$ cat config.mk
export PLATFORM = sky130hd
export DESIGN_NAME = gate_sweep_tester
export DESIGN_NICKNAME = d
export VERILOG_FILES = /design/src/rtl/gate_sweep_pkg.sv /design/src/rtl/gate_sweep_tester_gate_ref_n.sv /design/src/rtl/gate_sweep_tester.sv
export SDC_FILE = /design/constraint.sdc
export NUM_CORES = 1
export LEC_CHECK = 0
export ABC_AREA = 1
export BUFFER_PORTS_ARGS = -buffer_cell sky130_fd_sc_hd__buf_2
export CAP_MARGIN = 20
export CELL_PAD_IN_SITES_DETAIL_PLACEMENT = 0
export CELL_PAD_IN_SITES_GLOBAL_PLACEMENT = 1
export CORE_MARGIN = 1
export CORE_UTILIZATION = 42
export CTS_CLUSTER_DIAMETER = 80
export DETAILED_ROUTE_END_ITERATION = 7
export GPL_ROUTABILITY_DRIVEN = 0
export HOLD_SLACK_MARGIN = 0.05
export PLACE_DENSITY = 0.83
export SLEW_MARGIN = 40
export SYNTH_ARGS = -nofsm -noshare
export SYNTH_HDL_FRONTEND = slang
export SYNTH_SLANG_ARGS = --single-unit
$ cat constraint.sdc
create_clock -name clk -period 4 [get_ports clk]
set_input_delay 0.2 -clock clk [delete_from_list [all_inputs] [get_ports clk]]
set_output_delay 0.2 -clock clk [all_outputs]
set_load 0.05 [all_outputs]
$ cat src/rtl/gate_sweep_pkg.sv
// Shared definitions for the gate sweep tester: reference-gate mode codes and FSM state encoding.
package gate_sweep_pkg;

  localparam logic [2:0] MODE_AND  = 3'd0;
  localparam logic [2:0] MODE_OR   = 3'd1;
  localparam logic [2:0] MODE_NAND = 3'd2;
  localparam logic [2:0] MODE_NOR  = 3'd3;
  localparam logic [2:0] MODE_XOR  = 3'd4;
  localparam logic [2:0] MODE_XNOR = 3'd5;

  typedef enum logic [1:0] {
    ST_IDLE  = 2'd0,
    ST_DRIVE = 2'd1,
    ST_DONE  = 2'd2
  } state_t;

endpackage

$ cat src/rtl/gate_sweep_tester_gate_ref_n.sv
// Combinational N-input reference gate; valid is low for the reserved mode codes.
module gate_ref_n
  import gate_sweep_pkg::*;
#(
  parameter int N = 3
) (
  input  logic [N-1:0] in_vec,
  input  logic [2:0]   mode,
  output logic         y,
  output logic         valid
);

  always_comb begin
    y     = 1'b0;
    valid = 1'b1;
    case (mode)
      MODE_AND:  y = &in_vec;
      MODE_OR:   y = |in_vec;
      MODE_NAND: y = ~&in_vec;
      MODE_NOR:  y = ~|in_vec;
      MODE_XOR:  y = ^in_vec;
      MODE_XNOR: y = ~^in_vec;
      default:   valid = 1'b0;
    endcase
  end

endmodule

$ cat src/rtl/gate_sweep_tester.sv
// Sweeps an external N-input gate through all 2^N patterns with a fixed dwell and records its truth table.
// Optional reference comparison enabled by defining SWEEP_SELFCHECK_EN.
module gate_sweep_tester
  import gate_sweep_pkg::*;
#(
  parameter int N     = 3,
  parameter int DWELL = 100
) (
  input  logic            clk,
  input  logic            rst_n,
  input  logic            start,
  input  logic            abort,
  input  logic [2:0]      mode,
  input  logic            dut_y,
  output logic [N-1:0]    in_vec,
  output logic            busy,
  output logic            done,
  output logic [2**N-1:0] truth_table,
  output logic [N:0]      mismatch_cnt,
  output logic            err
);

  localparam int CNT_W = (DWELL > 1) ? $clog2(DWELL) : 1;
  localparam int MC_W  = N + 1;
  localparam logic [CNT_W-1:0] CNT_RELOAD = CNT_W'(DWELL - 1);
  localparam logic [N-1:0]     LAST_PAT   = '1;

  state_t           state_q, state_d;
  logic [CNT_W-1:0] dwell_q;
  logic             load, sample_en, last_pat;

  assign last_pat = (in_vec == LAST_PAT);

  always_ff @(posedge clk or negedge rst_n) begin
    if (!rst_n) state_q <= ST_IDLE;
    else        state_q <= state_d;
  end

  always_comb begin
    state_d   = state_q;
    load      = 1'b0;
    sample_en = 1'b0;
    busy      = (state_q == ST_DRIVE);
    done      = (state_q == ST_DONE);
    case (state_q)
      ST_IDLE, ST_DONE: begin
        if (start) begin
          state_d = ST_DRIVE;
          load    = 1'b1;
        end
      end
      ST_DRIVE: begin
        if (dwell_q == '0) begin
          sample_en = 1'b1;
          if (last_pat) state_d = ST_DONE;
        end
      end
      default: state_d = ST_IDLE;
    endcase
    // abort overrides any start or sample decided above
    if (abort) begin
      state_d   = ST_IDLE;
      load      = 1'b0;
      sample_en = 1'b0;
    end
  end

  always_ff @(posedge clk or negedge rst_n) begin
    if (!rst_n) begin
      in_vec      <= '0;
      truth_table <= '0;
      dwell_q     <= '0;
    end else if (abort) begin
      in_vec <= '0;
    end else if (load) begin
      in_vec      <= '0;
      truth_table <= '0;
      dwell_q     <= CNT_RELOAD;
    end else if (sample_en) begin
      truth_table[in_vec] <= dut_y;
      dwell_q             <= CNT_RELOAD;
      in_vec              <= last_pat ? '0 : in_vec + N'(1);
    end else if (state_q == ST_DRIVE) begin
      dwell_q <= dwell_q - CNT_W'(1);
    end
  end

`ifdef SWEEP_SELFCHECK_EN
  logic [2:0] mode_q;
  logic       ref_y, ref_valid;

  gate_ref_n #(.N(N)) u_ref (
    .in_vec (in_vec),
    .mode   (mode_q),
    .y      (ref_y),
    .valid  (ref_valid)
  );

  always_ff @(posedge clk or negedge rst_n) begin
    if (!rst_n) begin
      mode_q       <= '0;
      mismatch_cnt <= '0;
    end else if (load) begin
      mode_q       <= mode;
      mismatch_cnt <= '0;
    end else if (sample_en && ref_valid && (ref_y != dut_y)) begin
      mismatch_cnt <= mismatch_cnt + MC_W'(1);
    end
  end

  assign err = |mismatch_cnt;
`else
  logic mode_unused;
  assign mode_unused  = ^mode;
  assign mismatch_cnt = '0;
  assign err          = 1'b0;
`endif

endmodule

==> metrics.md, run 1 <==
| Metric | Value |
|---|---|
| All-layer global routing usage | `18.3%` |
| Utilization after layout | `49.7%` |
| Sequential Power Share | `50.1%` |
| Rows | `19` |
| Final period util | `41.7%` |
| H-tree depth | `1` |
| Die area | `3250 um2` |
| Max VDD drop | `0.173 mV` |
| Sw frac | `roughly 34%` |
| DR WL/cell | `roughly 12 um` |
| Worst setup path start | `dwell_q[0]` |
| Worst r2r path cells | `8` |
| Layout fillers | `~300` |
| Combinational share of power | `23.9%` |
| CP Launch Type | `flop` |
| Leak pwr | `0.747 nW` |
| Power Internal | `310 uW` |
| Switch Pwr | `163 uW` |
| Hold_sp | `start` |
| Drt total wl | `2630 um` |
| Root buf cell | `clkbuf_4` |
| Clk buf depth | `2` |
| Seq cells post-synth | `20` |
| Post-layout minimum cycle time | `1670 ps` |
| Die W | `57.0 um` |
| Peak fanout along the critical path | `12` |
| R2r startpoint | `dwell_q[0]` |
| Seq/Total Area, Yosys | `39.4%` |
| Post-CTS Setup Inserts | `0` |
| Largest net degree at the start of global routing | `21` |
| Critical path data arrival time | `1910 ps` |
| Nets | `200` |
| Layout cell share with drive strength beyond 1 | `17.6%` |
| Initial antenna violation count | `0` |
| Power Dens Cells | `340 nW/um2` |
| IO Pins | `26` |
| Setup Skew | `10.6 ps` |
| Unique cell type count in the Yosys netlist | `25` |
| Final HPWL DP | `between 1500 and 2000 um` |
| Outcome | `finished with violations` |
| Clk_lat worst skew | `around 310 ps` |
| Vias | `about 1,100` |
| Reg2reg end | `truth_table[6]` |
| Post-route setup TNS | `0 ps` |
| CP Capture Type | `flop` |
| Overflow after GRT | `0` |
| Req. time, crit path | `between 4000 and 5000 ps` |
| Critical path endpoint | `truth_table[6]` |
| Area of the mapped netlist | `1270 um2` |
| Final hold violations | `0` |
| Clk network pwr share | `25.9%` |
| FMAX | `600 MHz` |
| Pins Over Slew Limit | `0` |
| Setup CP Type | `flop to flop` |
| Via-per-instance ratio | `5.07` |
| Synth Instances | `169` |
| DRT iter0 DRCs | `25` |
| CTS buffer count | `3` |
| HP Class | `input pin to flop` |
| CTS tree | `done` |
| Area of the core | `2810 um2` |
| Setup violations, final | `0` |
| DRC violations left | `5` |
| Mean area per synthesized cell | `around 7.5 um2` |
| First-pass GRT wire length | `4640 um` |
| Initial core utilization | `45.3%` |
| DIE HEIGHT | `between 50 and 60 um` |
| Vias in the first global route | `1,033` |
| Antenna diodes | `0` |
| Post-route ant nets | `0` |
| RSZ-0062 raised after global routing | `false` |
| R2R setup slack | `roughly 2300 ps` |
| Sink Count | `20` |
| Area delta synth->final | `9.74%` |
| Initial DRT Pass Iterations | `6` |
| Max-cap violations | `0` |
| IO Port Bufs | `17` |
| Failing checks | `DRC` |
| YS warnings | `0` |
| Reg clk slew, reported paths | `130 ps` |
| Total Power | `474 uW` |
==> flip-flops by register name (all words and copies together), names as in the netlist <==
name	flops
in_vec	3
truth_table	8
state_q	2
dwell_q	7
==> logic make-up (layout without fill, tap and decap cells) <==
logic type	count (synthesis)	in the layout	synth area share [%]
simple gates	98	98	38.4
buf+inv	36	50	13.1
flops	20	20	39.4
compound gates	9	9	4.23
fa+ha+maj	4	4	3.94
other cells	1	5	0.295
xor+xnor	1	1	0.689
==> what timing repair did <==
item	in CTS	in global routing
hold buffers	1	0
endpoints found under the setup margin	0	0
resized for setup	0	0
hold endpoints to repair	20	0
==> per-layer routing <==
layer	up-vias	share of wire [%]	routed length (um)	track usage (%)
li1	566	-	-	-
met1	503	48	1270	26.1
met2	34	45	1190	27.6
met3	2	5.7	150	3.40
met4	0	0.49	13	7.32
met5	-	0	0	0
==> metrics by stage <==
| stage | hold slack [ps] | worst slack (ps) | cell area (um2) | instances |
|---|---|---|---|---|
| final | 215 | 2330 | 1400 | 218 |
| after global routing | 255 | 2120 | 1400 | 218 |
| after CTS | 213 | 2350 | 1400 | 218 |
| after detailed placement | 182 | 2370 | 1350 | 213 |
| after global placement | 176 | 2410 | 1350 | 213 |
| after floorplan | -95.6 | 2550 | 1290 | 173 |
==> layout by cell type (no fill, tap or decap), drive strengths merged <==
master	instances
nand2	42
inv	27
nor2	26
dfrtp	20
nand4	18
buf	17
nand3	10
o21ai	5
conb	5
ha	4
clkbuf	4
a21oi	2
nand3b	2
a21boi	2
clkinv	1
xor2	1
dlygate4sd3	1
==> worst max-delay path: stages (launching register included) <==
cell	delay, ps
dfrtp_1	410
inv_1	100
ha_1	170
inv_1	40
nor2_1	80
nand3_1	130
nor2_2	400
nand4_1	160
nand2_1	100
==> layout make-up <==
class                           instances  area, um2  area share (%)
Multi-Input combinational cell        117        619            44.4
Sequential cell                        20        500            35.9
Inverter                               28        105            7.53
Clock buffer                            4       36.3            2.60
Timing Repair Buffer                   18       95.1            6.82
Tap cell                               31       38.8            2.78
==> synthesized netlist by cell type (all sizes together) <==
cell | n | area [um2]
xor2 | 1 | 8.76
dfrtp | 20 | 500
nand3b | 2 | 27.5
clkinv | 1 | 3.75
nand3 | 10 | 60.1
conb | 1 | 3.75
a21boi | 2 | 18.8
o21ai | 5 | 25.0
a21oi | 2 | 10.0
nand4 | 18 | 113
ha | 4 | 50.1
inv | 27 | 101
nand2 | 42 | 168
buf | 8 | 61.3
nor2 | 26 | 120
==> worst min path at each step <==
stage                       endpoint  cells past startpoint  slack, ps
after global placement    dwell_q[3]                      1        180
after CTS                 state_q[0]                      3        210
after floorplan           dwell_q[0]                      0       -100
final                     state_q[0]                      3        220
after detailed placement  dwell_q[3]                      1        180
after global routing      dwell_q[4]                      4        250
==> power groups by stage <==
stage / sequential, mW / clock [mW] / combinational (mW)
finish: 0.237 / 0.123 / 0.113
global route: 0.240 / 0.138 / 0.130
CTS: 0.237 / 0.126 / 0.114
detailed placement: 0.241 / 0 / 0.112
global placement: 0.240 / 0 / 0.110
floorplan: 0.237 / 0 / 0.0954
Power figures use the tool's default switching activity.
==> run 2: changes to the inputs <==
--- a/config.mk
+++ b/config.mk
@@ -11,12 +11,12 @@
 export CELL_PAD_IN_SITES_DETAIL_PLACEMENT = 0
 export CELL_PAD_IN_SITES_GLOBAL_PLACEMENT = 1
 export CORE_MARGIN = 1
-export CORE_UTILIZATION = 42
+export CORE_UTILIZATION = 35
 export CTS_CLUSTER_DIAMETER = 80
 export DETAILED_ROUTE_END_ITERATION = 7
 export GPL_ROUTABILITY_DRIVEN = 0
 export HOLD_SLACK_MARGIN = 0.05
-export PLACE_DENSITY = 0.83
+export PLACE_DENSITY = 0.74
 export SLEW_MARGIN = 40
 export SYNTH_ARGS = -nofsm -noshare
 export SYNTH_HDL_FRONTEND = slang
==> constraint.sdc (replaced) <==
create_clock -name clk -period 1.5 [get_ports clk]
set_input_delay 0.075 -clock clk [delete_from_list [all_inputs] [get_ports clk]]
set_output_delay 0.075 -clock clk [all_outputs]
set_load 0.05 [all_outputs]
==> run 2 against run 1 <==
  * The flow now finishes without violations
  * Critical path depth up 1
  * Final cell count grew 11%
  * Worst setup slack worse by 2200 ps
  * Flip-flop and latch count unchanged
  * Via count rose by 4.0%
  * Critical endpoint is now truth_table[3]
  * Largest cell class unchanged
==> metrics.md, run 2 (synthesis results as in run 1) <==
| Metric | Value |
|---|---|
| Commonest non-fill, non-tap cell in the layout | `nand2_1` |
| Sink Count | `20 (unchanged)` |
| Setup WS post-layout | `120 ps (-2210 ps)` |
| Clk_lat worst skew | `310 ps (about the same)` |
| Die W | `62.3 um (+9.2%)` |
| Initial antenna violation count | `0 (unchanged)` |
| DIE HEIGHT | `62.3 um (+9.2%)` |
| R2R setup slack | `120 ps (-2210 ps)` |
| Reg2reg end | `truth_table[3]` |
| H-tree depth | `1 (unchanged)` |
| IO Port Bufs | `17 (unchanged)` |
| Nets | `209 (+4.5%)` |
| Worst setup path start | `dwell_q[1]` |
| Max-cap violations | `0 (unchanged)` |
| All-layer global routing usage | `16.0% (-2.3 points)` |
| Reg clk slew, reported paths | `120 ps (about the same)` |
| Setup Skew | `2.94 ps (-7.62 ps)` |
| Post-route ant nets | `0 (unchanged)` |
| IO Pins | `26 (unchanged)` |
| CTS buffer count | `3 (unchanged)` |
| Rows | `21 (+2)` |
| Setup CP Type | `flop to flop` |
| Initial DRT Pass Iterations | `4 (-2)` |
| CP Launch Type | `flop` |
| R2r startpoint | `dwell_q[1]` |
| Req. time, crit path | `1760 ps (-2490 ps)` |
| Largest net degree at the start of global routing | `21 (unchanged)` |
| Peak fanout along the critical path | `5 (-7)` |
| Clk buf depth | `2 (unchanged)` |
| RSZ-0062 raised after global routing | `true` |
| DR WL/cell | `11.7 um (-2.8%)` |
| Vias | `1,149 (+4.0%)` |
| DRC violations left | `0 (-5)` |
| Registers with the most flip-flops | `truth_table x8, dwell_q x7, in_vec x3` |
| Via-per-instance ratio | `4.75 (-6.3%)` |
| Leak pwr | `0.793 nW (+6.2%)` |
| Final period util | `92.0% (+50 points)` |
| Antenna diodes | `0 (unchanged)` |
| Critical path endpoint | `truth_table[3]` |
| HP Class | `input pin to flop` |
| Post-layout minimum cycle time | `1380 ps (-287 ps)` |
| Initial core utilization | `37.2% (-8.1 points)` |
| Outcome | `finished clean` |
| DRT iter0 DRCs | `48 (+92%)` |
| Layout cell share with drive strength beyond 1 | `25.0% (+7.4 points)` |
| Worst r2r path cells | `9 (+1)` |
| Overflow after GRT | `0 (unchanged)` |
| Commonest non-fill, non-tap cells in the layout | `nand2_1, inv_1, nor2_1, dfrtp_1, nand4_1` |
| Drt total wl | `2840 um (+7.9%)` |
| FMAX | `724 MHz (+21%)` |
| Utilization after layout | `44.6% (-5.2 points)` |
| CTS tree | `done` |
| Area of the core | `3420 um2 (+22%)` |
| First-pass GRT wire length | `4950 um (+6.9%)` |
| CP Capture Type | `flop` |
| Largest register by flop count | `truth_table` |
| Critical path data arrival time | `1640 ps (-270 ps)` |
| Setup violations, final | `0 (unchanged)` |
| Area delta synth->final | `19.8%` |
| Die area | `3880 um2 (+19%)` |
| Final hold violations | `0 (unchanged)` |
| Max VDD drop | `0.409 mV (+140%)` |
| Final HPWL DP | `2020 um (+5.5%)` |
| Largest register FFs | `8 (unchanged)` |
| Power Dens Cells | `888 nW/um2 (+160%)` |
| Vias in the first global route | `1,128 (+9.2%)` |
| Pre-CTS setup slack | `84.6 ps (-2280 ps)` |
| Root buf cell | `clkbuf_4` |
| Pins Over Slew Limit | `0 (unchanged)` |
-- run 2: changes by cell type in the layout (fill, tap and decap cells not counted), moves of 2 or more --
| cell | change |
|---|---|
| buf_6 | +2 |
| o21ai_0 | -2 |
| inv_1 | -3 |
| buf_4 | +7 |
| inv_2 | +3 |
-- run 2: stage by stage --
| stage | setup TNS [ps] | power, mW | instances | cell area [um2] | hold slack [ps] |
|---|---|---|---|---|---|
| 6_report | 0 | 1.35 | 242 | 1520 | 124 |
| 3_5_place_dp | 0 | 0.978 | 234 | 1410 | 60.2 |
| 3_3_place_gp | 0 | 0.966 | 234 | 1410 | 53.2 |
| 2_1_floorplan | 0 | 0.888 | 173 | 1290 | -221 |
| 4_1_cts | 0 | 1.31 | 239 | 1460 | 108 |
| 5_1_grt | -15.9 | 1.44 | 242 | 1520 | 120 |
-- run 2: where the power goes --
part | internal (mW) | total [mW] | switching [mW]
clock network | 0.148 | 0.330 | 0.182
logic | 0.142 | 0.389 | 0.246
registers | 0.588 | 0.633 | 0.0445
total | 0.879 | 1.35 | 0.473
-- run 2: final cells by class --
cell class | instances | area, um2
Fill cell | 361 | 1890
Multi-Input combinational cell | 117 | 653
Sequential cell | 20 | 500
Clock buffer | 4 | 36.3
Timing Repair Buffer | 27 | 170
Inverter | 28 | 105
Tap cell | 46 | 57.6
-- run 2: how the worst min path moves through the flow --
stage | startpoint | end | slack (ps) | cells after the start
2_1_floorplan | rst_n | dwell_q[0] | -220 | 0
3_3_place_gp | rst_n | dwell_q[3] | 50 | 1
3_5_place_dp | rst_n | dwell_q[3] | 60 | 1
4_1_cts | start | state_q[0] | 110 | 3
5_1_grt | start | state_q[0] | 120 | 3
6_report | start | state_q[0] | 120 | 3
-- run 2: repair_timing --
item / CTS / global route
hold endpoints to repair: 20 / 0
resized for setup: 0 / 14
endpoints found under the setup margin: 0 / 15
hold buffers: 1 / 0
setup buffers: 0 / 3
-- run 2: per-layer routing --
| layer | share of wire (%) | global-route usage, % | vias to the layer above |
|---|---|---|---|
| met5 | 0 | 0 | - |
| met4 | 1.4 | 6.69 | 0 |
| met3 | 5.5 | 2.76 | 4 |
| met2 | 47 | 27.2 | 37 |
| met1 | 47 | 20.0 | 527 |
| li1 | - | - | 581 |
-- run 2: worst max-delay path, stage by stage (launching register included) --
cell	delay, ps
dfrtp_1	410
inv_2	90
ha_4	140
inv_2	30
nor2_2	100
nand3_2	120
nor2_4	170
buf_6	130
nand4_1	70
nand2_1	90
==> run 3: changes to the inputs <==
--- a/config.mk
+++ b/config.mk
@@ -6,18 +6,20 @@
 export NUM_CORES = 1
 export LEC_CHECK = 0
 export ABC_AREA = 1
-export BUFFER_PORTS_ARGS = -buffer_cell sky130_fd_sc_hd__buf_2
 export CAP_MARGIN = 20
 export CELL_PAD_IN_SITES_DETAIL_PLACEMENT = 0
 export CELL_PAD_IN_SITES_GLOBAL_PLACEMENT = 1
 export CORE_MARGIN = 1
-export CORE_UTILIZATION = 35
+export CORE_UTILIZATION = 40
+export CTS_BUF_LIST = sky130_fd_sc_hd__clkbuf_16
 export CTS_CLUSTER_DIAMETER = 80
 export DETAILED_ROUTE_END_ITERATION = 7
+export DONT_BUFFER_PORTS = 1
 export GPL_ROUTABILITY_DRIVEN = 0
 export HOLD_SLACK_MARGIN = 0.05
-export PLACE_DENSITY = 0.74
+export PLACE_DENSITY = 0.72
 export SLEW_MARGIN = 40
 export SYNTH_ARGS = -nofsm -noshare
 export SYNTH_HDL_FRONTEND = slang
+export SYNTH_HIERARCHICAL = 1
 export SYNTH_SLANG_ARGS = --single-unit
==> run 3 against run 2 <==
  * Synthesized cell count is the same
  * Clock-buffer cell count shrank 1
  * Global-route usage grew 2.6 points
  * Die area shrank 12%
  * Final area grew 4.8%
  * Final cell count shrank 2.5%
  * Flip-flop and latch count is the same
  * Register-to-register slack lost 30 ps
  * Largest cell class unchanged
==> metrics.md, run 3 <==
| Metric | Value |
|---|---|
| Sink Count | `20 (unchanged)` |
| Max VDD drop | `0.623 mV (+52%)` |
| Worst setup path start | `dwell_q[0]` |
| Vias | `1,112 (-3.2%)` |
| Final HPWL DP | `1910 um (-5.4%)` |
| FMAX | `710 MHz (-2.0%)` |
| Clk buf depth | `2 (unchanged)` |
| CP Launch Type | `flop` |
| Post-route ant nets | `0 (unchanged)` |
| Slowest cell on crit path | `dfrtp_1` |
| Reg clk slew, reported paths | `60 ps (-60 ps)` |
| Seq. cell area | `500 um2 (unchanged)` |
| Total Power | `1.76 mW (+30%)` |
| Yosys top cell area share | `39.4% (unchanged)` |
| Overflow after GRT | `0 (unchanged)` |
| Commonest non-fill, non-tap cells in the layout | `nand2_1, inv_1, nor2_1, dfrtp_1, nand4_1` |
| Power Dens Cells | `1100 nW/um2 (+24%)` |
| Mean area per synthesized cell | `7.52 um2 (unchanged)` |
| Largest net degree at the start of global routing | `21 (unchanged)` |
| Outcome | `finished clean` |
| Count leader, synth | `nand2_1` |
| Synth area leader | `dfrtp_1` |
| Layout fillers | `299 (-17%)` |
| Clk_lat worst skew | `260 ps (-50 ps)` |
| R2R setup slack | `90 ps (-30 ps)` |
| CP Capture Type | `flop` |
| Final Instance Area | `1600 um2 (+4.8%)` |
| Worst r2r path cells | `9 (unchanged)` |
| Hold_sp | `abort` |
| Root buf cell | `clkbuf_16` |
| CTS tree | `done` |
| DIE HEIGHT | `58.4 um (-6.2%)` |
| DRT iter0 DRCs | `18 (-63%)` |
| Area of the mapped netlist | `1270 um2 (unchanged)` |
| Peak fanout along the critical path | `6 (+1)` |
| Commonest non-fill, non-tap cell in the layout | `nand2_1` |
| Pins Over Slew Limit | `0 (unchanged)` |
| Non-Filler Instances | `236 (-2.5%)` |
| First-pass GRT wire length | `4770 um (-3.6%)` |
| IO Port Bufs | `0 (-17)` |
| Initial DRT Pass Iterations | `4 (unchanged)` |
| Rows | `20 (-4.8%)` |
| CTS buffer count | `3 (unchanged)` |
| CP peak stage delay | `380 ps (-30 ps)` |
| YS warnings | `6 (+6)` |
| Final period util | `93.9% (+1.9 points)` |
| Critical path data arrival time | `1610 ps (-30 ps)` |
| Setup Skew | `4.07 ps (+1.13 ps)` |
| Largest register by flop count | `truth_table` |
| Seq/Total Area, Yosys | `39.4% (unchanged)` |
| Setup CP Type | `flop to flop` |
| Via-per-instance ratio | `4.71 (-0.76%)` |
| Critical path endpoint | `truth_table[1]` |
| Setup WS post-layout | `90.9 ps (-28.6 ps)` |
| All-layer global routing usage | `18.6% (+2.6 points)` |
| Pre-CTS setup slack | `70.3 ps (-14.3 ps)` |
| Ys async rst share | `100% (unchanged)` |
| IO Pins | `26 (unchanged)` |
| H-tree depth | `1 (unchanged)` |
| Unique cell type count in the Yosys netlist | `25 (unchanged)` |
| Initial core utilization | `42.0% (+4.8 points)` |
| Multi-input logic area | `644 um2 (-1.3%)` |
| DR WL/cell | `11.4 um (-2.4%)` |
| Leak pwr | `0.800 nW (+0.88%)` |
| Setup violations, final | `0 (unchanged)` |
| Synth Instances | `169 (unchanged)` |
| Fin Hold WS | `72.3 ps (-51.6 ps)` |
| EDFF count, synth | `0 (unchanged)` |
| Vias in the first global route | `1,058 (-6.2%)` |
| Layout cell share with drive strength beyond 1 | `21.4% (-3.6 points)` |
| Die W | `58.4 um (-6.2%)` |
| HP Class | `input pin to flop` |
| Area delta synth->final | `25.5%` |
| Drt total wl | `2700 um (-4.8%)` |
| Registers with the most flip-flops | `truth_table x8, dwell_q x7, in_vec x3` |
| Initial antenna violation count | `0 (unchanged)` |
| Area of the core | `3030 um2 (-11%)` |
| Antenna diodes | `0 (unchanged)` |
| Reg2reg end | `truth_table[1]` |
| DRC violations left | `0 (unchanged)` |
| Max-cap violations | `0 (unchanged)` |
| Cells along the critical path | `inv_2, ha_4, inv_1, nor2_2, nand3_2, nor2_4, buf_6, nand4_1, nand2_1` |
| Die area | `3410 um2 (-12%)` |
| Seq cells post-synth | `20 (unchanged)` |
| Req. time, crit path | `1700 ps (-60 ps)` |
| Final hold violations | `0 (unchanged)` |
| Nets | `205 (-1.9%)` |
| Largest register FFs | `8 (unchanged)` |
| Dpl cells | `227 (-3.0%)` |
| Most instantiated cells after synthesis | `nand2_1, inv_1, nor2_1` |
| R2r startpoint | `dwell_q[0]` |
| Synth top area cells | `dfrtp_1, nand2_1, nand4_1` |
| Post-layout minimum cycle time | `1410 ps (+28.6 ps)` |
| Placed Instance Area | `1420 um2 (+0.18%)` |
| Synth Flop Type | `dfrtp_1` |
==> run 3: cell count changes in the layout (fill, tap and decap cells not counted), moves of 2 or more <==
cell,previous run,this run
buf_2,17,1
buf_4,7,17
clkbuf_16,0,3
clkbuf_4,3,0
dlygate4sd3_1,1,3
o21ai_0,3,5
==> run 3: logic make-up (layout without fill, tap and decap cells) <==
kind of cell,after synthesis,after routing,synth area share [%]
AND/OR/NAND/NOR,98,98,38.4
AO/OA/AOI/OAI,9,9,4.23
flip-flops,20,20,39.4
XOR/XNOR,1,1,0.689
buffers and inverters,36,55,13.1
other,1,5,0.295
adder cells (fa/ha/maj),4,4,3.94
==> run 3: worst min-delay path by stage <==
stage | endpoint | slack, ps | cells after the start
floorplan | dwell_q[0] | -220 | 0
CTS | truth_table[0] | 70 | 4
finish | truth_table[0] | 70 | 4
global placement | dwell_q[3] | -220 | 0
detailed placement | dwell_q[5] | -220 | 0
global route | truth_table[0] | 100 | 4
==> run 3: what timing repair did <==
item,CTS,global route
hold buffers,3,1
endpoints found under the hold margin,23,20
setup endpoints to repair,0,14
buffers inserted,0,1
gates resized for setup,0,9
==> run 3: critical path, delay by kind of cell (launching register included) <==
kind | cells | cell delay, ps
simple gates | 5 | 590
flops | 1 | 380
buf+inv | 3 | 260
fa+ha+maj | 1 | 130
==> run 3: power breakdown <==
group	switching, mW	internal (mW)
registers	0.0448	0.590
logic	0.244	0.133
clock network	0.214	0.530
==> run 3: cell type report <==
cell class / count / area share (%)
clock buffer: 3 / 4.71
clock inverter: 1 / 1.88
inverter: 28 / 6.59
multi-input combinational: 117 / 40.4
sequential: 20 / 31.4
tap: 44 / 3.45
timing repair buffer: 23 / 11.6
==> run 3: metrics by stage <==
stage	TNS, ps	util [%]
2_1_floorplan	0	-
6_report	0	52.7
3_5_place_dp	0	46.7
5_1_grt	-9.41	52.7
4_1_cts	0	51.2
3_3_place_gp	0	46.7
==> run 3: metal layers <==
layer	track usage (%)	vias to the layer above	wire length, um
li1	-	578	-
met1	26.4	503	1340
met2	28.4	26	1210
met3	3.30	5	102
met4	7.14	0	46
met5	0	-	0
